### src/rtl/traffic_light_ctrl_if.sv
// Signal bundle between the traffic-light phase sequencer and its
// surroundings: the 1 Hz tick, the phase counter handshake (en/init/last),
// the pedestrian and night-mode inputs, and the decoded lamp outputs.
// The master modport is the sequencer's view; slave is the environment's.
interface traffic_light_ctrl_if #(
    parameter int pINIT_WIDTH = 3
);
    logic                   tick;
    logic                   cnt_last;
    logic                   ped_req;
    logic                   night_mode;
    logic                   cnt_en;
    logic [pINIT_WIDTH-1:0] cnt_init;
    logic [2:0]             light;
    logic                   ped_walk;
    logic                   ped_pending;

    modport master (
        input  tick,
        input  cnt_last,
        input  ped_req,
        input  night_mode,
        output cnt_en,
        output cnt_init,
        output light,
        output ped_walk,
        output ped_pending
    );

    modport slave (
        output tick,
        output cnt_last,
        output ped_req,
        output night_mode,
        input  cnt_en,
        input  cnt_init,
        input  light,
        input  ped_walk,
        input  ped_pending
    );
endinterface

### src/rtl/traffic_light_ctrl.sv
// Traffic-light phase sequencer. Steps GREEN -> YELLOW -> RED -> GREEN on the
// phase counter's last flag, reloading the counter with the next phase's
// one-hot init on the same edge the state changes. A latched pedestrian
// request can cut green short once a minimum dwell has elapsed, and night
// mode diverts the RED exit into a flashing-yellow FLASH state.
module traffic_light_ctrl #(
    parameter int pINIT_WIDTH = 3,
    parameter int pMIN_GREEN  = 4,
    parameter int pGT_WIDTH   = 4
) (
    input  logic                  clk,
    input  logic                  rst_n,
    traffic_light_ctrl_if.master  bus
);

    typedef enum logic [1:0] {
        GREEN  = 2'd0,
        YELLOW = 2'd1,
        RED    = 2'd2,
        FLASH  = 2'd3
    } state_t;

    // One-hot counter reload codes: bit 0 green, bit 1 yellow, bit 2 red.
    localparam logic [pINIT_WIDTH-1:0] INIT_GREEN  = pINIT_WIDTH'(1);
    localparam logic [pINIT_WIDTH-1:0] INIT_YELLOW = pINIT_WIDTH'(2);
    localparam logic [pINIT_WIDTH-1:0] INIT_RED    = pINIT_WIDTH'(4);

    // Dwell threshold in the counter's width, and one bit wider so that the
    // "dwell + 1" comparison cannot wrap.
    localparam logic [pGT_WIDTH-1:0] MIN_GREEN_N = pGT_WIDTH'(pMIN_GREEN);
    localparam logic [pGT_WIDTH:0]   MIN_GREEN_W = (pGT_WIDTH + 1)'(pMIN_GREEN);
    localparam logic [pGT_WIDTH-1:0] ONE_N       = pGT_WIDTH'(1);
    localparam logic [pGT_WIDTH:0]   ONE_W       = (pGT_WIDTH + 1)'(1);

    state_t                 state_q;
    state_t                 state_d;
    logic [pGT_WIDTH-1:0]   dwell_q;
    logic [pGT_WIDTH-1:0]   dwell_d;
    logic                   pend_q;
    logic                   pend_d;
    logic                   flash_q;
    logic                   flash_d;

    logic [pGT_WIDTH:0]     dwell_inc;
    logic                   early_exit;
    logic                   cnt_en_c;
    logic [pINIT_WIDTH-1:0] cnt_init_c;
    logic [2:0]             light_c;

    // A pending pedestrian may end green once the dwell including this tick
    // reaches the minimum.
    assign dwell_inc  = {1'b0, dwell_q} + ONE_W;
    assign early_exit = pend_q && (dwell_inc >= MIN_GREEN_W);

    // State, dwell, pedestrian latch and flash phase registers.
    always_ff @(posedge clk or negedge rst_n) begin
        if (!rst_n) begin
            state_q <= GREEN;
            dwell_q <= '0;
            pend_q  <= 1'b0;
            flash_q <= 1'b0;
        end else begin
            state_q <= state_d;
            dwell_q <= dwell_d;
            pend_q  <= pend_d;
            flash_q <= flash_d;
        end
    end

    // Next-state logic and counter handshake; nothing moves without a tick
    // except the pedestrian latch.
    always_comb begin
        state_d    = state_q;
        dwell_d    = dwell_q;
        pend_d     = pend_q;
        flash_d    = flash_q;
        cnt_en_c   = 1'b0;
        cnt_init_c = '0;

        if (bus.ped_req && (state_q == GREEN || state_q == YELLOW)) begin
            pend_d = 1'b1;
        end

        if (bus.tick) begin
            case (state_q)
                GREEN: begin
                    cnt_en_c = 1'b1;
                    if (bus.cnt_last || early_exit) begin
                        state_d    = YELLOW;
                        cnt_init_c = INIT_YELLOW;
                    end else if (dwell_q < MIN_GREEN_N) begin
                        dwell_d = dwell_q + ONE_N;
                    end
                end
                YELLOW: begin
                    cnt_en_c = 1'b1;
                    if (bus.cnt_last) begin
                        state_d    = RED;
                        cnt_init_c = INIT_RED;
                        pend_d     = 1'b0;
                    end
                end
                RED: begin
                    if (bus.cnt_last && bus.night_mode) begin
                        state_d = FLASH;
                        flash_d = 1'b1;
                        pend_d  = 1'b0;
                    end else if (bus.cnt_last) begin
                        cnt_en_c   = 1'b1;
                        state_d    = GREEN;
                        cnt_init_c = INIT_GREEN;
                        dwell_d    = '0;
                    end else begin
                        cnt_en_c = 1'b1;
                    end
                end
                FLASH: begin
                    if (!bus.night_mode) begin
                        cnt_en_c   = 1'b1;
                        state_d    = RED;
                        cnt_init_c = INIT_RED;
                        pend_d     = 1'b0;
                    end else begin
                        flash_d = ~flash_q;
                    end
                end
                default: begin
                    state_d = GREEN;
                end
            endcase
        end
    end

    // Moore lamp decode; FLASH shows yellow only while the phase bit is set.
    always_comb begin
        light_c = 3'b001;
        case (state_q)
            GREEN:   light_c = 3'b001;
            YELLOW:  light_c = 3'b010;
            RED:     light_c = 3'b100;
            FLASH:   light_c = {1'b0, flash_q, 1'b0};
            default: light_c = 3'b001;
        endcase
    end

    assign bus.cnt_en      = cnt_en_c;
    assign bus.cnt_init    = cnt_init_c;
    assign bus.light       = light_c;
    assign bus.ped_walk    = (state_q == RED);
    assign bus.ped_pending = pend_q;

endmodule

### src/flat_wrapper.sv
// flat-port wrapper written by rule: the top's interface ports become plain ports
module traffic_light_ctrl_flat 
#(
    parameter int pINIT_WIDTH = 3,
    parameter int pMIN_GREEN  = 4,
    parameter int pGT_WIDTH   = 4
)
  (clk, rst_n, bus_tick, bus_cnt_last, bus_ped_req, bus_night_mode, bus_cnt_en, bus_cnt_init, bus_light, bus_ped_walk, bus_ped_pending);
  traffic_light_ctrl_if #(.pINIT_WIDTH(pINIT_WIDTH)) bus_i ();
  input  logic clk;
  input  logic rst_n;
  input wire logic [$bits(bus_i.tick)-1:0] bus_tick;
  input wire logic [$bits(bus_i.cnt_last)-1:0] bus_cnt_last;
  input wire logic [$bits(bus_i.ped_req)-1:0] bus_ped_req;
  input wire logic [$bits(bus_i.night_mode)-1:0] bus_night_mode;
  output wire logic [$bits(bus_i.cnt_en)-1:0] bus_cnt_en;
  output wire logic [$bits(bus_i.cnt_init)-1:0] bus_cnt_init;
  output wire logic [$bits(bus_i.light)-1:0] bus_light;
  output wire logic [$bits(bus_i.ped_walk)-1:0] bus_ped_walk;
  output wire logic [$bits(bus_i.ped_pending)-1:0] bus_ped_pending;
  assign bus_i.tick = bus_tick;
  assign bus_i.cnt_last = bus_cnt_last;
  assign bus_i.ped_req = bus_ped_req;
  assign bus_i.night_mode = bus_night_mode;
  assign bus_cnt_en = bus_i.cnt_en;
  assign bus_cnt_init = bus_i.cnt_init;
  assign bus_light = bus_i.light;
  assign bus_ped_walk = bus_i.ped_walk;
  assign bus_ped_pending = bus_i.ped_pending;
  traffic_light_ctrl #(.pINIT_WIDTH(pINIT_WIDTH), .pMIN_GREEN(pMIN_GREEN), .pGT_WIDTH(pGT_WIDTH)) u_core (.clk(clk), .rst_n(rst_n), .bus(bus_i));
endmodule
### config.mk
export PLATFORM = sky130hd
export DESIGN_NAME = traffic_light_ctrl_flat
export DESIGN_NICKNAME = d
export VERILOG_FILES = /design/src/rtl/traffic_light_ctrl_if.sv /design/src/rtl/traffic_light_ctrl.sv /design/src/flat_wrapper.sv
export SDC_FILE = /design/constraint.sdc
export NUM_CORES = 1
export LEC_CHECK = 0
export BUFFER_PORTS_ARGS = -buffer_cell sky130_fd_sc_hd__buf_2
export CAP_MARGIN = 20
export CORE_UTILIZATION = 35
export CTS_CLUSTER_DIAMETER = 150
export DETAILED_ROUTE_END_ITERATION = 10
export PLACE_DENSITY_LB_ADDON = 0.2
export SLEW_MARGIN = 20
export SYNTH_ARGS = -nofsm -noshare
export SYNTH_HDL_FRONTEND = slang
export SYNTH_SLANG_ARGS = --single-unit
### constraint.sdc
create_clock -name clk -period 1.7 [get_ports clk]
set_clock_uncertainty 0.2 [all_clocks]
set_input_delay 0.085 -clock clk [delete_from_list [all_inputs] [get_ports clk]]
set_output_delay 0.085 -clock clk [all_outputs]
set_load 0.1 [all_outputs]
== Word level (Yosys, flattened, before mapping) ==
Cells that the tools add are included.

* $add $sub $neg: 2
* $lt $le $gt $ge: 2
* Equality and inequality tests: 13
* Mux-type cells: 32
* Bitwise logic cells: 1
* Reduce and logical (&&, ||, !) cells: 12

{| class="wikitable"
|+ Operator list
! operator !! count
|-
| 3-bit case mux with 4 select lines || 2
|-
| 4-bit two-way mux || 4
|-
| 2-bit inequality test, second input constant || 8
|-
| 2-bit two-way mux || 6
|-
| 3-bit two-way mux || 4
|-
| 1-bit two-way mux || 11
|-
| 2-bit case mux with 4 select lines || 1
|-
| 4-bit case mux with 2 select lines || 1
|-
| 1-bit case mux with 3 select lines || 2
|-
| 6-bit AND reduction || 1
|-
| 4-bit by 1-bit adder with 5-bit output, second input constant || 1
|-
| 5-bit by 3-bit >= comparator with 1-bit output, second input constant || 1
|-
| 5-bit AND reduction || 1
|-
| 4-bit by 1-bit adder with 4-bit output, second input constant || 1
|-
| 2-bit == test, second input constant || 2
|-
| 4-bit by 3-bit less-than comparator with 1-bit output, second input constant || 1
|-
| 4-bit AND reduction || 1
|-
| 2-bit nonzero test || 2
|-
| 1-bit logical AND || 3
|-
| 3-bit by 2-bit inequality test with 1-bit output, second input constant || 1
|-
| 2-bit by 1-bit == test with 1-bit output, second input constant || 1
|-
| 2-bit zero test || 1
|-
| 1-bit logical OR || 2
|-
| 2-bit by 1-bit inequality test with 1-bit output, second input constant || 1
|-
| other kinds (3) || 3
|}

* Bits in registers: 8
* Bits of input ports: 6
* Output and inout bits: 9
* Logic and storage cells: 66

== Depth between registers and ports, before layout ==
* Depth after elaboration: 7
* Depth in mapped cells: 5

== Least setup slack after synthesis ==
OpenSTA, ideal clock, no wires.

* Kind: reg2reg
* Start: register u_core.state_q[0]
* End: register u_core.dwell_q[2]
* Setup time: 0.119 ns
* Data arrival time: 3.018 ns
* Slack: -1.637 ns
* Cell stages (with the launch flop): 4
* Clock period less this slack: 3.337 ns
* Cell sequence: dfrtp_1 > nand2b_1 > nor3_1 > o21ba_2

* Word-level cells in the longest chain between the ends: 3
* Elaborated cells between the ends (all ways): 9
* Those cells by class: eq/ne (5); mux (1); reduce/logical (3)

{| class="wikitable"
|+ Ends and longest elaborated chain
! item !! RTL line !! source
|-
| from (decl) || traffic_light_ctrl.sv:35 || <nowiki>state_t state_q;</nowiki>
|-
| from (signal assigned) || traffic_light_ctrl.sv:63 || <nowiki>state_q <= state_d;</nowiki>
|-
| 2-bit == test or 2-bit zero test (tied branches) || traffic_light_ctrl.sv:85 || <nowiki>case (state_q)</nowiki>
|-
| 2-bit inequality test (no source line) or 2-bit nonzero test (tied branches) || n/a ||
|-
| 6-bit AND reduction (no source line) || n/a ||
|-
| to (signal assigned) || traffic_light_ctrl.sv:64 || <nowiki>dwell_q <= dwell_d;</nowiki>
|-
| to (decl) || traffic_light_ctrl.sv:37 || <nowiki>logic [pGT_WIDTH-1:0] dwell_q;</nowiki>
|}

Several ways; a longest one is shown, not always the timed one.
A chain may end at the register's enable or synchronous reset.

== Final worst setup path ==
* Start: register u_core.dwell_q[0]
* End: output bus_cnt_init[1]

* Word-level cells in the longest chain between the ends: 7

{| class="wikitable"
|+ Ends and longest elaborated chain
! item !! RTL line !! source
|-
| 4-bit by 1-bit adder with 5-bit output || traffic_light_ctrl.sv:52 || <nowiki>assign dwell_inc = {1'b0, dwell_q} + ONE_W;</nowiki>
|-
| 5-bit by 3-bit >= comparator with 1-bit output || traffic_light_ctrl.sv:53 || <nowiki>assign early_exit = pend_q && (dwell_inc >= MIN_GREEN_W);</nowiki>
|-
| 1-bit logical AND || traffic_light_ctrl.sv:53 ||
|-
| 1-bit logical OR || traffic_light_ctrl.sv:88 || <nowiki>if (bus.cnt_last || early_exit) begin</nowiki>
|-
| 2-bit two-way mux || traffic_light_ctrl.sv:88 ||
|-
| 3-bit case mux with 4 select lines || traffic_light_ctrl.sv:85 ||
|-
| 3-bit two-way mux || traffic_light_ctrl.sv:84 || <nowiki>if (bus.tick) begin</nowiki>
|-
| to (decl) || flat_wrapper.sv:17 || <nowiki>output wire logic [$bits(bus_i.cnt_init)-1:0] bus_cnt_init;</nowiki>
|}

No other way between the ends.

==> summary.md <==
| Metric | Value |
|---|---|
| Clock Tree Buf Depth | 2 |
| Core Box Area | 1520 sq um |
| Ys flop type | dfrtp_1 |
| Cells after Synth | 67 |
| Final min period | 1.88 ns |
| Final net count | 104 |
| CP Cell Sequence | ha_2 -> o21ai_2 -> a31oi_2 -> o21a_1 -> and2_4 -> buf_12 |
| Worst path depth | 6 |
| Switching portion of total power | 0.539 |
| Via density | 5.32 |
| Setup Total Neg Slack | -0.181 ns |
| DR WL/cell | 12.9 um |
| Clock Sinks | 8 |
| Clock H-tree levels | 1 |
| Synthesis-to-layout area growth | 70.7% |
| DRT Pass-1 Iters | 4 |
| Setup CP Type | reg -> out |
| Part of the power in registers | 0.182 |
| Setup WS post-layout | -0.181 ns |
| Crit end category | output port |
| Area leader, netlist | dfrtp_1 |
| IO Pins | 15 |
| FF-to-FF End | u_core.dwell_q[0] |
| Met2 Use GR | 0.320 |
| Row count | 14 |
| CTS tree | done |
| I/O Buffers | 14 |
| Worst-path clk slew | 0.06 ns |
| Share of cells above drive strength 1 | 0.511 |
| Effective utilization at floorplan | 0.378 |
| Worst min path class | in -> reg |
| Reg2Reg Depth | 5 |
| Worst r2r src | u_core.dwell_q[0] |
| Grt met3 use | 0.0129 |
| CP Buf/Inv Count | 1 |
| Number of diodes | 0 |
| Internal power | 0.956 mW |
| Antenna violations before repair | 0 |
| Non-Filler Instances | 110 |
| Slowest-stage cell, CP | dfrtp_1 |
| Iter 0 DRT Violations | 9 |
| Max incr delay on CP | 0.38 ns |
| Arrival time at the worst endpoint | 1.60 ns |
| Placed insts | 99 |
| Post-synthesis async set-or-reset flop share | 1.00 |
| Most area-consuming cells after synthesis | dfrtp_1 35%, nand2_1 5.9%, ha_1 4.3% |
| Combinational power share | 0.745 |
| Number of flops mapped to enable cells by yosys | 0 |
| LEAKAGE | 0.433 nW |
| R2r setup slk | 0.01 ns |
| Peak VDD IR | 0.00141 V |
| Post-route ant nets | 0 |
| Clock Latency Late Sink | 0.26 ns |
| Violated checks | setup timing |
| Met1 Resource Use GR | 0.214 |
| Final number of setup-violating endpoints | 1 |
| Crit-path max FO | 3 |
| RSZ-0062 raised after global routing | yes |
| Placer Congestion | 0.760 |
| Remaining Overflow, GRT | 0 |
| Startpoint Class | flip-flop |
| Cell Area, Synth | 576 sq um |
| Final Routed Wirelength | 1420 um |
| Die area | 1810 sq um |
| Fin crit share | 1.11 |
| Status | finished with violations |
| Clk pwr share | 0.073 |
| GR peak layer | met2 |
| Crit path launch | u_core.dwell_q[0] |
| Final Hold Vio Count | 0 |
| Residual DRC | 0 |
| Max-slew violations | 0 |
| Synth Register Bits | 8 |
| Crit path to | bus_cnt_init[1] |
| Worst-Margin Slew | 0.488 ns |
| Switching power | 1.12 mW |
| Delay-heaviest family, CP | compound AO/OA/AOI/OAI gates |
| Global-route wire length before repair | 2480 um |
| Area share of the largest cell type after synthesis | 0.348 |
| Number of synthesis warnings | 0 |
| Num CTS Buffers | 3 |
| WP data required | 1.41 ns |
| Syn_nets | 75 |
| Max_slew headroom | 0.677 |
| Cell variety after synth | 31 |
| Filler Cell Count | 131 |
| Die height | 42.6 um |
| Final Util | 0.644 |
| CTS root buffer | clkbuf_4 |
| DPL Wire Length | 1010 um |
| Fmax | 532 MHz |
| MaxCap Viol Count | 0 |
| Die width | 42.6 um |
| DR vias | 585 |
| Vias in the first global route | 592 |
| Largest net degree at the start of global routing | 11 |
| PwrDens | 2110 nW/um^2 |
| GRT Util Overall | 0.183 |
| Hold slack | 0.0252 ns |
| Sequential-to-total area share from yosys stat | 0.348 |
| Avg Cell Area, Syn | 8.59 sq um |
| Cell count of the worst hold path | 3 |
[worst min path at each step]
stage | endpoint | slack, ns | from
floorplan | u_core.dwell_q[0] | -0.41 | rst_n
global placement | u_core.bus.ped_pending | -0.26 | rst_n
detailed placement | u_core.bus.ped_pending | -0.25 | rst_n
CTS | u_core.state_q[1] | 0.009 | bus_cnt_last
global route | u_core.state_q[1] | 0.05 | bus_cnt_last
finish | u_core.state_q[1] | 0.03 | bus_cnt_last
[metrics by stage]
stage | cell area (sq um) | power, mW | worst slack (ns)
6_report | 982 | 2.07 | -0.181
5_1_grt | 982 | 2.19 | -0.255
4_1_cts | 976 | 2.08 | -0.215
3_5_place_dp | 857 | 1.85 | -0.0585
3_3_place_gp | 857 | 1.83 | 0.00341
2_1_floorplan | 629 | 1.38 | -0.214
[flip-flops by register name, indices dropped and copies added (netlist names)]
signal,cells
u_core.flash_q,1
u_core.bus.ped_pending,1
u_core.dwell_q,4
u_core.state_q,2
[power by group through the flow]
stage / clock (mW) / combinational, mW / sequential (mW)
2_1_floorplan: 0 / 0.924 / 0.451
3_3_place_gp: 0 / 1.45 / 0.376
3_5_place_dp: 0 / 1.47 / 0.379
4_1_cts: 0.157 / 1.55 / 0.374
5_1_grt: 0.169 / 1.63 / 0.388
6_report: 0.151 / 1.55 / 0.377
[synthesized netlist by cell type (2+ instances only)]
| library cell | n |
|---|---|
| a21oi_1 | 2 |
| a31oi_1 | 2 |
| clkbuf_1 | 2 |
| dfrtp_1 | 8 |
| ha_1 | 2 |
| inv_1 | 2 |
| nand2_1 | 9 |
| nand2b_1 | 2 |
| nand3_1 | 4 |
| nor2_1 | 6 |
| nor2b_1 | 3 |
| nor3_1 | 2 |
| o21a_1 | 2 |
| o21ai_0 | 4 |
[logic make-up (layout without fill, tap and decap cells)]
logic type	count (synthesis)	after routing	share of synthesized area
adders and majority gates	2	2	0.0435
AOI/OAI and AO/OA	19	19	0.250
and+or+nand+nor	31	31	0.291
buffers and inverters	7	34	0.0674
DFF	8	8	0.348
[cell type report]
class / count / area, sq um / share of cell area
Sequential cell: 8 / 206 / 0.210
Clock buffer: 3 / 22.5 / 0.0229
Tap cell: 16 / 20.0 / 0.0204
Inverter: 2 / 7.51 / 0.00764
Multi-Input combinational cell: 52 / 402 / 0.409
Timing Repair Buffer: 29 / 324 / 0.330
[worst min-delay path, stage by stage]
cell and delay [ns]:
buf_2 0.17, nand3_1 0.13, nand2_1 0.05
[cells in the final DEF (no fill, tap or decap), types with 2 or more instances in the layout]
cell           count
dfrtp_1            5
buf_4              9
nand3_1            4
nand2_1            8
a21oi_1            2
nor2_1             3
nor2_2             2
dfrtp_2            2
buf_2              5
inv_1              2
o21ai_0            3
buf_12             8
nor2b_1            2
clkbuf_4           3
dlygate4sd3_1      6
[metal layers]
metal	vias to the layer above	routed length (um)
li1	294	-
met2	8	762
met3	2	20
met4	0	11
met1	281	626
met5	-	0
[repair_timing]
item,in CTS,in global routing
gates resized for setup,7,4
endpoints found under the setup margin,8,9
hold endpoints to repair,11,0
pin swaps,2,3
setup buffers,2,0
hold buffers,6,0
(Power assumes the default switching activity.)
